`config.mk`:
```
export PLATFORM = sky130hd
export DESIGN_NAME = pdm_mic_scheduler
export DESIGN_NICKNAME = d
export VERILOG_FILES = /design/src/rtl/pdm_mic_pkg.sv /design/src/rtl/pdm_clkgen.sv /design/src/rtl/pdm_mic_scheduler.sv
export SDC_FILE = /design/constraint.sdc
export NUM_CORES = 1
export LEC_CHECK = 0
export BUFFER_PORTS_ARGS = -buffer_cell sky130_fd_sc_hd__buf_2
export CAP_MARGIN = 20
export CORE_ASPECT_RATIO = 0.7
export CORE_MARGIN = 4
export CORE_UTILIZATION = 30
export CTS_CLUSTER_SIZE = 8
export DETAILED_ROUTE_END_ITERATION = 10
export PLACE_DENSITY = 0.55
export SLEW_MARGIN = 25
export SYNTH_ARGS = -nofsm -noshare
export SYNTH_HDL_FRONTEND = slang
export SYNTH_SLANG_ARGS = --single-unit
```
`constraint.sdc`:
```
create_clock -name clk -period 4.3 [get_ports clk]
set_clock_uncertainty 0.2 [all_clocks]
set_input_delay 0.43 -clock clk [delete_from_list [all_inputs] [get_ports clk]]
set_output_delay 0.43 -clock clk [all_outputs]
set_load 0.05 [all_outputs]
```
`src/rtl/pdm_mic_pkg.sv`:
```
// Shared types, default parameters and helpers for the PDM microphone front end.
package pdm_mic_pkg;

    localparam int unsigned CLK_DIV_DEF  = 24;
    localparam int unsigned NCH_DEF      = 4;
    localparam int unsigned DW_DEF       = 16;
    localparam int unsigned WAKE_PER_DEF = 16384;

    typedef enum logic [1:0] {
        ST_IDLE = 2'd0,
        ST_WAKE = 2'd1,
        ST_RUN  = 2'd2
    } state_e;

    // Bits needed to index v distinct values; never less than 1.
    function automatic int unsigned clog2(input int unsigned v);
        int unsigned r;
        r = 1;
        for (int unsigned i = 1; i < 32; i++) begin
            if ((32'd1 << i) < v) r = i + 1;
        end
        return r;
    endfunction

endpackage

```
`src/rtl/pdm_clkgen.sv`:
```
// PDM bit-clock divider, wake-up sequencer and per-period stereo bit capture.
module pdm_clkgen
    import pdm_mic_pkg::*;
#(
    parameter int unsigned CLK_DIV  = CLK_DIV_DEF,
    parameter int unsigned NCH      = NCH_DEF,
    parameter int unsigned WAKE_PER = WAKE_PER_DEF
) (
    input  logic               clk,
    input  logic               reset,
    input  logic               enable,
    input  logic [NCH/2-1:0]   pdm_dat,
    output logic               pdm_clk,
    output logic               bit_dv,
    output logic [NCH-1:0]     bit_o,
    output logic               running
);

    localparam int unsigned CW = clog2(CLK_DIV);
    localparam int unsigned PW = clog2(WAKE_PER);
    localparam int unsigned NL = NCH / 2;

    state_e           state_q, state_d;
    logic [CW-1:0]    cnt_q, cnt_d;
    logic [PW-1:0]    per_q, per_d;
    logic [NL-1:0]    even_q, even_d;
    logic [NCH-1:0]   bit_q, bit_d;
    logic             pdm_clk_q, pdm_clk_d;
    logic             bit_dv_q, bit_dv_d;
    logic             running_q, running_d;
    logic             last_hi, last_lo;

    always_comb begin
        state_d   = state_q;
        cnt_d     = cnt_q;
        per_d     = per_q;
        even_d    = even_q;
        bit_d     = bit_q;
        bit_dv_d  = 1'b0;
        last_hi   = (cnt_q == CW'(CLK_DIV / 2 - 1));
        last_lo   = (cnt_q == CW'(CLK_DIV - 1));

        case (state_q)
            ST_IDLE: begin
                cnt_d = '0;
                per_d = '0;
                if (enable) state_d = ST_WAKE;
            end
            ST_WAKE: begin
                if (last_lo) begin
                    per_d = per_q + 1'b1;
                    if (per_q == PW'(WAKE_PER - 1)) begin
                        state_d = ST_RUN;
                        per_d   = '0;
                    end
                end
            end
            ST_RUN:  ;
            default: state_d = ST_IDLE;
        endcase

        if (state_q != ST_IDLE) begin
            cnt_d = last_lo ? '0 : cnt_q + 1'b1;
            if (last_hi) even_d = pdm_dat;
        end

        // Left mic drives the line while the clock is high, right mic while low.
        if (state_q == ST_RUN && last_lo && enable) begin
            bit_dv_d = 1'b1;
            for (int unsigned j = 0; j < NL; j++) begin
                bit_d[2*j]   = even_q[j];
                bit_d[2*j+1] = pdm_dat[j];
            end
        end

        if (!enable) begin
            state_d = ST_IDLE;
            cnt_d   = '0;
            per_d   = '0;
        end

        pdm_clk_d = (state_d != ST_IDLE) && (cnt_d < CW'(CLK_DIV / 2));
        running_d = (state_d == ST_RUN);
    end

    always_ff @(posedge clk or negedge reset) begin
        if (!reset) begin
            state_q   <= ST_IDLE;
            cnt_q     <= '0;
            per_q     <= '0;
            even_q    <= '0;
            bit_q     <= '0;
            pdm_clk_q <= 1'b0;
            bit_dv_q  <= 1'b0;
            running_q <= 1'b0;
        end else begin
            state_q   <= state_d;
            cnt_q     <= cnt_d;
            per_q     <= per_d;
            even_q    <= even_d;
            bit_q     <= bit_d;
            pdm_clk_q <= pdm_clk_d;
            bit_dv_q  <= bit_dv_d;
            running_q <= running_d;
        end
    end

    assign pdm_clk = pdm_clk_q;
    assign bit_dv  = bit_dv_q;
    assign bit_o   = bit_q;
    assign running = running_q;

endmodule

```
`src/rtl/pdm_mic_scheduler.sv`:
```
// PDM mic array front end: clock/capture sub-block plus round-robin merge of
// decimated channel samples onto one ready/valid stream.
module pdm_mic_scheduler
    import pdm_mic_pkg::*;
#(
    parameter int unsigned CLK_DIV  = CLK_DIV_DEF,
    parameter int unsigned NCH      = NCH_DEF,
    parameter int unsigned DW       = DW_DEF,
    parameter int unsigned WAKE_PER = WAKE_PER_DEF
) (
    input  logic                   clk,
    input  logic                   reset,
    input  logic                   enable,
    output logic                   pdm_clk,
    input  logic [NCH/2-1:0]       pdm_dat,
    output logic                   bit_dv,
    output logic [NCH-1:0]         bit_o,
    input  logic [NCH-1:0]         samp_dv,
    input  logic [NCH*DW-1:0]      samp_i,
    output logic                   out_dv,
    input  logic                   out_ready,
    output logic [DW-1:0]          out_dat,
    output logic [clog2(NCH)-1:0]  out_ch,
    output logic                   running,
    output logic [NCH-1:0]         overrun,
    input  logic                   ovr_clr
);

    localparam int unsigned CHW = clog2(NCH);

    logic [NCH-1:0][DW-1:0] hold_q, hold_d;
    logic [NCH-1:0]         pend_q, pend_d;
    logic [NCH-1:0]         ovr_q, ovr_d;
    logic [NCH-1:0]         gnt_oh;
    logic [CHW-1:0]         ptr_q, ptr_d;
    logic [CHW-1:0]         gnt, idx;
    logic [CHW-1:0]         out_ch_q, out_ch_d;
    logic [DW-1:0]          out_dat_q, out_dat_d;
    logic                   out_dv_q, out_dv_d;
    logic                   found, slot_free;

    pdm_clkgen #(
        .CLK_DIV  (CLK_DIV),
        .NCH      (NCH),
        .WAKE_PER (WAKE_PER)
    ) u_clkgen (
        .clk     (clk),
        .reset   (reset),
        .enable  (enable),
        .pdm_dat (pdm_dat),
        .pdm_clk (pdm_clk),
        .bit_dv  (bit_dv),
        .bit_o   (bit_o),
        .running (running)
    );

    // First pending channel at or after the round-robin pointer.
    always_comb begin
        found = 1'b0;
        gnt   = '0;
        idx   = '0;
        for (int unsigned i = 0; i < NCH; i++) begin
            idx = CHW'((32'(ptr_q) + i) % NCH);
            if (!found && pend_q[idx]) begin
                found = 1'b1;
                gnt   = idx;
            end
        end
    end

    always_comb begin
        slot_free = !out_dv_q || out_ready;
        gnt_oh    = '0;
        out_dv_d  = out_dv_q;
        out_dat_d = out_dat_q;
        out_ch_d  = out_ch_q;
        ptr_d     = ptr_q;
        hold_d    = hold_q;

        if (slot_free) begin
            out_dv_d = found;
            if (found) begin
                gnt_oh[gnt] = 1'b1;
                out_dat_d   = hold_q[gnt];
                out_ch_d    = gnt;
                ptr_d       = (gnt == CHW'(NCH - 1)) ? '0 : gnt + 1'b1;
            end
        end

        for (int unsigned k = 0; k < NCH; k++) begin
            if (samp_dv[k]) hold_d[k] = samp_i[k*DW +: DW];
        end

        // A sample landing on an ungranted pending slot replaces it and is flagged.
        pend_d = samp_dv | (pend_q & ~gnt_oh);
        ovr_d  = (ovr_clr ? '0 : ovr_q) | (samp_dv & pend_q & ~gnt_oh);
    end

    always_ff @(posedge clk or negedge reset) begin
        if (!reset) begin
            hold_q    <= '0;
            pend_q    <= '0;
            ovr_q     <= '0;
            ptr_q     <= '0;
            out_dv_q  <= 1'b0;
            out_dat_q <= '0;
            out_ch_q  <= '0;
        end else begin
            hold_q    <= hold_d;
            pend_q    <= pend_d;
            ovr_q     <= ovr_d;
            ptr_q     <= ptr_d;
            out_dv_q  <= out_dv_d;
            out_dat_q <= out_dat_d;
            out_ch_q  <= out_ch_d;
        end
    end

    assign out_dv  = out_dv_q;
    assign out_dat = out_dat_q;
    assign out_ch  = out_ch_q;
    assign overrun = ovr_q;

endmodule

```
Yosys cells after proc, flatten, opt, wreduce, memory -nomap -nowiden --
Index checks and enable logic that the tools add are counted.
Storage, ports and cells: register bits after elaboration 123, logic and storage cells 101
Operators by class: $add $sub $neg 6, magnitude comparators 7, eq/ne operators 9, multiplexer cells 37, bitwise logic cells 6, reductions and logical operators 18
Operators with widths (count):
- $mux W14 | 3
- $bmux W16 S2 | 1
- $pmux W14 S2 | 1
- $mux W5 | 4
- $mux W16 | 1
- $mux W2 | 8
- $lt A2 B3 Y1 const B | 5
- $add A14 B1 Y14 const B | 1
- $eq A14 B14 Y1 const B | 1
- $and A4 B4 Y4 | 3
- $mux W4 | 3
- $mux W1 | 10
- $bmux W1 S2 | 4
- $or A4 B4 Y4 | 2
- $logic_and A1 B1 Y1 | 7
- $eq A2 B2 Y1 const B | 3
- $pmux W2 S3 | 1
- $reduce_and A2 Y1 | 3
- $add A5 B1 Y5 const B | 1
- $eq A5 B4 Y1 const B | 1
- $eq A5 B5 Y1 const B | 1
- $lt A5 B4 Y1 const B | 1
- $add A2 B1 Y2 const B | 2
- $add A2 B2 Y2 const B | 2
- other kinds (10) | 14

Depth between registers and ports, before layout --
Gate-level depths: netlist of run 1.
depth in word-level cells 21, mapped depth 9

Hierarchy --
From an unflattened synthesis of run 1, not the netlist that was laid out.
Second synthesis, totals: cell total of the unflattened synthesis 443, area total of the unflattened synthesis 5606.6 um2
By module, submodules not included:
- pdm_mic_scheduler | times used 1, cells an instance 288, area each 4002.6 um2
- pdm_clkgen | times used 1, cells an instance 155, area each 1604.0 um2

Worst setup path after synthesis of run 1 --
No wires, ideal clock.
path kind reg2reg, start point reg pend_q[2], end point reg pend_q[1], arrival time 1739 ps, required time 3982 ps, slack 2243 ps, stages on the path, launching flop included 9, buffers on the path 1, period minus slack after synthesis 2057 ps, path through dfrtp_1 > nor2b_1 > a221oi_1 > nor2_1 > inv_1 > buf_2 > ha_1 > nand2_1 > a21o_1
On the way: cells in the longest elaborated chain, start to end 21
Ends and longest elaborated chain:
- start, declared | RTL line pdm_mic_scheduler.sv:32 | logic [NCH-1:0] pend_q, pend_d;
- start signal, assigned | RTL line pdm_mic_scheduler.sv:110 | pend_q <= pend_d;
- $bmux W1 S2 | RTL line pdm_mic_scheduler.sv:64 | if (!found && pend_q[idx]) begin
- $mux W1 (implied by the code) | RTL line pdm_mic_scheduler.sv:64
- $mux W1 | RTL line pdm_mic_scheduler.sv:64
- $logic_not A1 Y1 | RTL line pdm_mic_scheduler.sv:64
- $logic_and A1 B1 Y1 | RTL line pdm_mic_scheduler.sv:64
- $mux W1 | RTL line pdm_mic_scheduler.sv:64
- $logic_not A1 Y1 | RTL line pdm_mic_scheduler.sv:64
- $logic_and A1 B1 Y1 | RTL line pdm_mic_scheduler.sv:64
- [4 not listed]
- net gnt[1] | RTL line pdm_mic_scheduler.sv:36 | logic [CHW-1:0] gnt, idx;
- [2 not listed]
- $mux W1 (implied by the code) | RTL line pdm_mic_scheduler.sv:83 | gnt_oh[gnt] = 1'b1;
- $demux W1 S2 * | RTL line pdm_mic_scheduler.sv:83
- $mux W4 * | RTL line pdm_mic_scheduler.sv:82 | if (found) begin
- $mux W4 * | RTL line pdm_mic_scheduler.sv:80 | if (slot_free) begin
- $not A4 Y4 * | RTL line pdm_mic_scheduler.sv:95 | pend_d = samp_dv | (pend_q & ~gnt_oh);
- $and A4 B4 Y4 * | RTL line pdm_mic_scheduler.sv:95
- $or A4 B4 Y4 * | RTL line pdm_mic_scheduler.sv:95
- net pend_d[1] | RTL line pdm_mic_scheduler.sv:32
The timed path passes the listed nets; every way through them passes the cells marked *. The select of a mux whose other input is x is not followed. A chain may end at the register's enable or synchronous reset.

Final worst setup path of run 1 --
start point reg pend_q[0], end point reg out_dat_q[15], in the netlist out_dat[15]
On the way: cells in the longest elaborated chain, start to end 14
Ends and longest elaborated chain:
- $bmux W1 S2 | RTL line pdm_mic_scheduler.sv:64
- $mux W1 (implied by the code) | RTL line pdm_mic_scheduler.sv:64
- $mux W1 | RTL line pdm_mic_scheduler.sv:64
- $logic_not A1 Y1 | RTL line pdm_mic_scheduler.sv:64
- $logic_and A1 B1 Y1 | RTL line pdm_mic_scheduler.sv:64
- $mux W1 | RTL line pdm_mic_scheduler.sv:64
- $logic_not A1 Y1 | RTL line pdm_mic_scheduler.sv:64
- $logic_and A1 B1 Y1 | RTL line pdm_mic_scheduler.sv:64
- $mux W1 | RTL line pdm_mic_scheduler.sv:64
- $logic_not A1 Y1 | RTL line pdm_mic_scheduler.sv:64
- $logic_and A1 B1 Y1 | RTL line pdm_mic_scheduler.sv:64
- $mux W2 | RTL line pdm_mic_scheduler.sv:64
- $bmux W16 S2 | RTL line pdm_mic_scheduler.sv:84 | out_dat_d = hold_q[gnt];
- $mux W16 (implied by the code) | RTL line pdm_mic_scheduler.sv:84
- end signal, assigned | RTL line pdm_mic_scheduler.sv:114 | out_dat_q <= out_dat_d;
- end, declared | RTL line pdm_mic_scheduler.sv:38 | logic [DW-1:0] out_dat_q, out_dat_d;
Parallel ways exist; a longest one is shown, timed or not. The select of a mux whose other input is x is not followed.

==> results.sh, run 1 <==
export IMPL_grt_usage_pct=15.1
export IMPL_synth_nets=595
export IMPL_syn_inst=514
export IMPL_fmax_mhz=396
export IMPL_grt_pass1_wl_mm=24.5
export IMPL_post_cts_buffers=0
export IMPL_post_place_ws_ns=1.78
export IMPL_wirelength_mm=15.4
export IMPL_synth_flop_cell="dfrtp_1"
export IMPL_place_area_um2=6400
export IMPL_min_period_ns=2.53
export IMPL_clockRootBuffer="clkbuf_16"
export IMPL_yosysTopAreaCell="dfrtp_1"
export IMPL_peakVddDrop_mv=0.236
export IMPL_status="finished, final reports clean"
export IMPL_async_flop_share_pct=100
export IMPL_reg2reg_from="pend_q[0]"
export IMPL_tns_ns=0
export IMPL_worstMarginPinSlew_ns=0.980
export IMPL_post_synth_num_cell_types=49
export IMPL_required_ns=4.34
export IMPL_cp_start_kind="flop"
export IMPL_hold_viol_final=0
export IMPL_relSlewSlack_pct=34.7
export IMPL_hpwl_mm=11.1
export IMPL_nFillCells=1816
export IMPL_ys_ff_latch=123
export IMPL_power_density_nw_per_um2=595
export IMPL_die_area_um2=21300
export IMPL_ys_seq_area_share_pct=54.0
export IMPL_worst_slack_ns=1.77
export IMPL_cts_sinks=123
export IMPL_min_from="samp_i[1]"
export IMPL_die_w_um=173
export IMPL_synth_top_area_share_pct=54.0
export IMPL_crit_path_end_kind="flop"
export IMPL_wl_per_cell_um=17.9
export IMPL_coreArea_um2=18300
export IMPL_arrival_ns=2.57
export IMPL_grt_max_degree=79
export IMPL_rsz0062_at_grt="no"
export IMPL_cts_clk_slew_worst_paths_ns=0.06
export IMPL_drive_gt1_share_pct=31.9
export IMPL_drc=0
export IMPL_setup_violations=0
export IMPL_critPathKind="reg2reg"
export IMPL_yosysMostFrequentCell="dfrtp_1"
export IMPL_maxCapViolCount=0
export IMPL_leakagePower_nw=3.19
export IMPL_cts_htree_levels=4
export IMPL_io_pins=105
export IMPL_grt_pass1_vias=4393
export IMPL_gp_congestion=0.858
export IMPL_cts_tree="built"
export IMPL_fin_crit_sh_pct=58.8
export IMPL_critPathMaxFanout=37
export IMPL_syn2layout_area_growth_pct=22.3
export IMPL_route_antenna_remaining_nets=0
export IMPL_maxSlewViolCount=0
export IMPL_insertedDiodeCount=0
export IMPL_first_pass_iters=5
export IMPL_cts_inserted_buffers=17
export IMPL_synth_edf_count=0
export IMPL_start_util_pct=31.1
export IMPL_synthTopCellsByCount="123 x dfrtp_1, 55 x mux2_2, 52 x nand2_1"
export IMPL_synth_area_um2=5700
export IMPL_drt_initial_drc_count=279
export IMPL_synth_top_cells_by_area="dfrtp_1 54%, mux2_2 11%, o21ai_0 4.1%"
export IMPL_routed_via_count=4358
export IMPL_clk_latency_ns=0.42
export IMPL_rows=41
export IMPL_design_area_um2=6960
export IMPL_gr_total_overflow=0
export IMPL_die_height_um=123
export IMPL_hp_class="in2reg"
export IMPL_yosysWarnings=0
export IMPL_syn_avg_cell_area_um2=11.1
export IMPL_cp_startpoint="pend_q[0]"
export IMPL_viasPerCell=5.09
export IMPL_port_buffers=104
export IMPL_layout_nets=689
export IMPL_cts_max_path_buffers=2
export IMPL_antenna_found_initial=0
-- metrics by stage --
step	utilization [%]	hold WS [ns]	power (W)	std cells
after global placement	34.9	0.271	0.00280	824
after global routing	38.0	0.0212	0.00439	856
after detailed placement	34.9	0.279	0.00284	824
after CTS	37.9	0.0162	0.00419	855
final	38.0	0.0281	0.00414	856
after floorplan	-	-0.0656	0.00244	514
-- routing by layer --
metal	GRT usage (%)	share of wire, %	vias up
met5	0	0	-
met4	5.33	1.8	0
met3	4.83	6.3	17
met2	22.4	44	125
met1	20.8	48	2169
li1	-	-	2047
-- state kept, by name, summed over array words and instances, names as in the netlist --
signal / count
pend_q: 4
u_clkgen.pdm_clk: 1
u_clkgen.cnt_q: 5
ptr_q: 2
hold_q: 64
u_clkgen.state_q: 2
u_clkgen.per_q: 14
u_clkgen.bit_o: 4
u_clkgen.even_q: 2
u_clkgen.running: 1
out_dv: 1
out_dat: 16
u_clkgen.bit_dv: 1
overrun: 4
out_ch: 2
-- area by class of cell --
cell class	count	area, um^2	share of cell area, %
inverter	30	118	1.69
sequential	123	3080	44.2
tap	236	295	4.24
multi-input combinational	330	2360	33.9
clock buffer	18	429	6.16
timing repair buffer	106	557	8.00
clock inverter	13	123	1.76
-- power by group --
part | internal [W] | leakage (nW) | switching, W
Sequential | 0.00134 | 1.50 | 0.000139
Combinational | 0.000408 | 1.42 | 0.000917
Clock | 0.000794 | 0.259 | 0.000547
Total | 0.00254 | 3.19 | 0.00160
-- cells by family after synthesis --
| group | share of synthesized area [%] |
|---|---|
| and+or+nand+nor | 13.3 |
| DFF | 54.0 |
| AOI/OAI and AO/OA | 12.2 |
| muxes | 14.0 |
| buffers and inverters | 4.46 |
| adders and majority gates | 1.49 |
| xor gates and xnor gates | 0.461 |
-- cell usage in the layout, fill, tap and decap left out, drive strengths merged, types with 2 or more instances in the layout --
cell / netlist / routed
o31ai: 4 / 4
mux2: 55 / 55
nand3: 16 / 16
dfrtp: 123 / 123
o21a: 3 / 3
a31oi: 17 / 17
clkbuf: 23 / 18
clkinv: 0 / 6
and3: 2 / 2
a21oi: 6 / 6
buf: 8 / 105
inv: 30 / 32
nand4: 5 / 5
or2: 4 / 4
nor3: 7 / 7
o21ai: 49 / 49
o311ai: 17 / 17
ha: 6 / 6
mux2i: 18 / 18
or3: 5 / 5
xor2: 2 / 2
nor2: 15 / 15
nor4: 2 / 2
nand2: 52 / 52
nand2b: 4 / 4
a21o: 7 / 7
clkinvlp: 0 / 4
a22o: 2 / 2
and4: 16 / 16
nor2b: 3 / 3
-- worst paths after layout --
| check | end | slack (ns) | depth (start not counted) |
|---|---|---|---|
| max in group asynchronous | hold_q[25] | 2.75 | 3 |
| setup reg to reg | out_dat[15] | 1.77 | 5 |
| min in group asynchronous | hold_q[62] | 0.42 | 2 |
| hold reg to reg | u_clkgen.cnt_q[0] | 0.28 | 1 |
| hold / removal | hold_q[1] | 0.03 | 3 |
| setup / recovery | out_dat[15] | 1.77 | 5 |
-- repair_timing --
item                       CTS  global route
hold buffers                 0             1
resized for setup            0             0
hold endpoints to repair     0            77
setup endpoints to repair    0             0
-- critical path, stage by stage (launching register included) --
cell	delay, ns
dfrtp_1	0.43
nor4_1	0.51
a21o_1	0.79
nor3_1	0.13
o21ai_0	0.12
o311ai_0	0.15
Note: power is estimated with default switching activity, not from simulation.
==> run 2, diff against run 1 <==
- clock period: 4.3 -> 2.53 ns (I/O delays scaled with it)
==> run 2 against run 1 <==
  * Die area is the same
  * Setup slack lost 1.6 ns
  * First-iteration DRC count shrank 30%
  * Largest power group unchanged
==> results.sh, run 2 (synthesis gave the netlist of run 1 again) <==
export IMPL_status="finished, final reports clean"
export IMPL_setup_violations=0
export IMPL_combPwrFrac_pct=32.6
export IMPL_layout_nets=763
export IMPL_worstMarginPinSlew_ns=0.580
export IMPL_arrival_ns=2.47
export IMPL_netSwitchingFraction_pct=37.0
export IMPL_cts_htree_levels=4
export IMPL_first_pass_iters=4
export IMPL_grt_pass1_wl_mm=25.6
export IMPL_drive_gt1_share_pct=29.3
export IMPL_port_buffers=104
export IMPL_tns_ns=0
export IMPL_cts_clk_slew_worst_paths_ns=0.06
export IMPL_min_period_ns=2.37
export IMPL_wl_per_cell_um=17.0
export IMPL_fin_hold_ws_ns=0.114
export IMPL_grt_max_degree=46
export IMPL_die_w_um=173
export IMPL_fin_util_pct=42.3
export IMPL_peakVddDrop_mv=0.514
export IMPL_syn2layout_area_growth_pct=35.9
export IMPL_grtUsageMet3_pct=4.19
export IMPL_drc=0
export IMPL_critPathKind="reg2reg"
export IMPL_seq_power_share_pct=34.2
export IMPL_die_area_um2=21300
export IMPL_leakagePower_nw=3.53
export IMPL_grt_met2_usage_pct=23.7
export IMPL_final_common_cell="dfrtp_1"
export IMPL_fmax_mhz=421
export IMPL_top_register="hold_q"
export IMPL_coreArea_um2=18300
export IMPL_rows=41
export IMPL_cts_inserted_buffers=17
export IMPL_insertedDiodeCount=0
export IMPL_p_sw_w=0.00270
export IMPL_clk_latency_ns=0.41
export IMPL_route_antenna_remaining_nets=0
export IMPL_cts_sinks=123
export IMPL_hp_class="in2reg"
export IMPL_required_ns=2.62
export IMPL_holdPathStages=3
export IMPL_maxSlewViolCount=0
export IMPL_min_from="samp_dv[0]"
export IMPL_grt_usage_pct=15.5
export IMPL_critPathMaxFanout=8
export IMPL_largest_reg_flops=64
export IMPL_fin_crit_sh_pct=93.8
export IMPL_wirelength_mm=15.8
export IMPL_io_pins=105
export IMPL_clockRootBuffer="clkbuf_16"
export IMPL_antenna_found_initial=0
export IMPL_layout_common_cells="123 x dfrtp_1, 103 x buf_2, 70 x dlygate4sd3_1"
export IMPL_maxCapViolCount=0
export IMPL_reg2reg_setup_slack_ns=0.16
export IMPL_crit_path_end_kind="flop"
export IMPL_internal_power_w=0.00461
export IMPL_cts_tree="built"
export IMPL_drt_initial_drc_count=196
export IMPL_reg2reg_from="u_clkgen.per_q[0]"
export IMPL_power_density_nw_per_um2=945
export IMPL_hold_path_end="hold_q[6]"
export IMPL_cp_start_kind="flop"
export IMPL_die_height_um=123
export IMPL_cts_resized=0
export IMPL_r2r_end="u_clkgen.per_q[4]"
export IMPL_gp_congestion=0.871
export IMPL_relSlewSlack_pct=61.3
export IMPL_p_clk_share_pct=33.2
export IMPL_routed_via_count=4600
export IMPL_hold_viol_final=0
export IMPL_rsz0062_at_grt="no"
export IMPL_grt_pass1_vias=4800
export IMPL_grt_util_met1_pct=21.4
export IMPL_viasPerCell=4.95
export IMPL_top_usage_layer="met2"
export IMPL_hpwl_mm=11.2
export IMPL_ff2ff_path_depth=6
export IMPL_gr_total_overflow=0
export IMPL_cts_max_path_buffers=2
export IMPL_start_util_pct=31.1
==> run 2: worst max-delay path, cell delays in order (launching register included) <==
cell and delay, ns:
dfrtp_1 0.41, ha_1 0.22, nand3_1 0.24, nor4_4 0.51
or2_0 0.43, or3_1 0.17, o21ai_0 0.08
==> run 2: power groups by stage <==
stage	Combinational, W	Clock (W)	Sequential, W
6_report	0.00239	0.00243	0.00250
5_1_grt	0.00259	0.00258	0.00253
4_1_cts	0.00240	0.00249	0.00250
3_5_place_dp	0.00231	0	0.00253
3_3_place_gp	0.00228	0	0.00252
2_1_floorplan	0.00113	0	0.00302
==> run 2: how the worst max path moves through the flow <==
stage	start	to	slack, ns
5_1_grt	u_clkgen.per_q[0]	u_clkgen.per_q[3]	0.01
6_report	u_clkgen.per_q[0]	u_clkgen.per_q[4]	0.16
4_1_cts	u_clkgen.per_q[0]	u_clkgen.per_q[4]	0.20
2_1_floorplan	pend_q[2]	pend_q[1]	0.47
3_5_place_dp	u_clkgen.per_q[0]	u_clkgen.per_q[4]	0.23
3_3_place_gp	ptr_q[1]	out_dat[11]	0.29
==> run 2: what timing repair did <==
item	CTS	global route
hold buffers	70	0
hold endpoints to repair	115	0
buffers inserted	0	0
==> run 2: cell type report <==
cell class	instances	area (um^2)
inverter	30	118
clock buffer	21	480
fill	1701	10600
tap	236	295
sequential	123	3080
timing repair buffer	180	1290
clock inverter	9	114
multi-input combinational	330	2360
==> run 2: per-stage QoR <==
stage	power [W]	worst slack (ns)	cells	cell area [um^2]
floorplan	0.00415	0.473	514	5700
global placement	0.00480	0.290	829	6450
detailed placement	0.00484	0.233	829	6450
CTS	0.00738	0.205	929	7740
global route	0.00770	0.0145	929	7740
finish	0.00732	0.156	929	7740
==> run 2: metal layers <==
metal  part of all wire [%]  wire length (um)  vias to the layer above
li1                       -                 -                     2195
met1                     49              7730                     2272
met2                     45              7060                      117
met3                    4.7               738                       16
met4                    1.7               263                        0
met5                      0                 0                        -
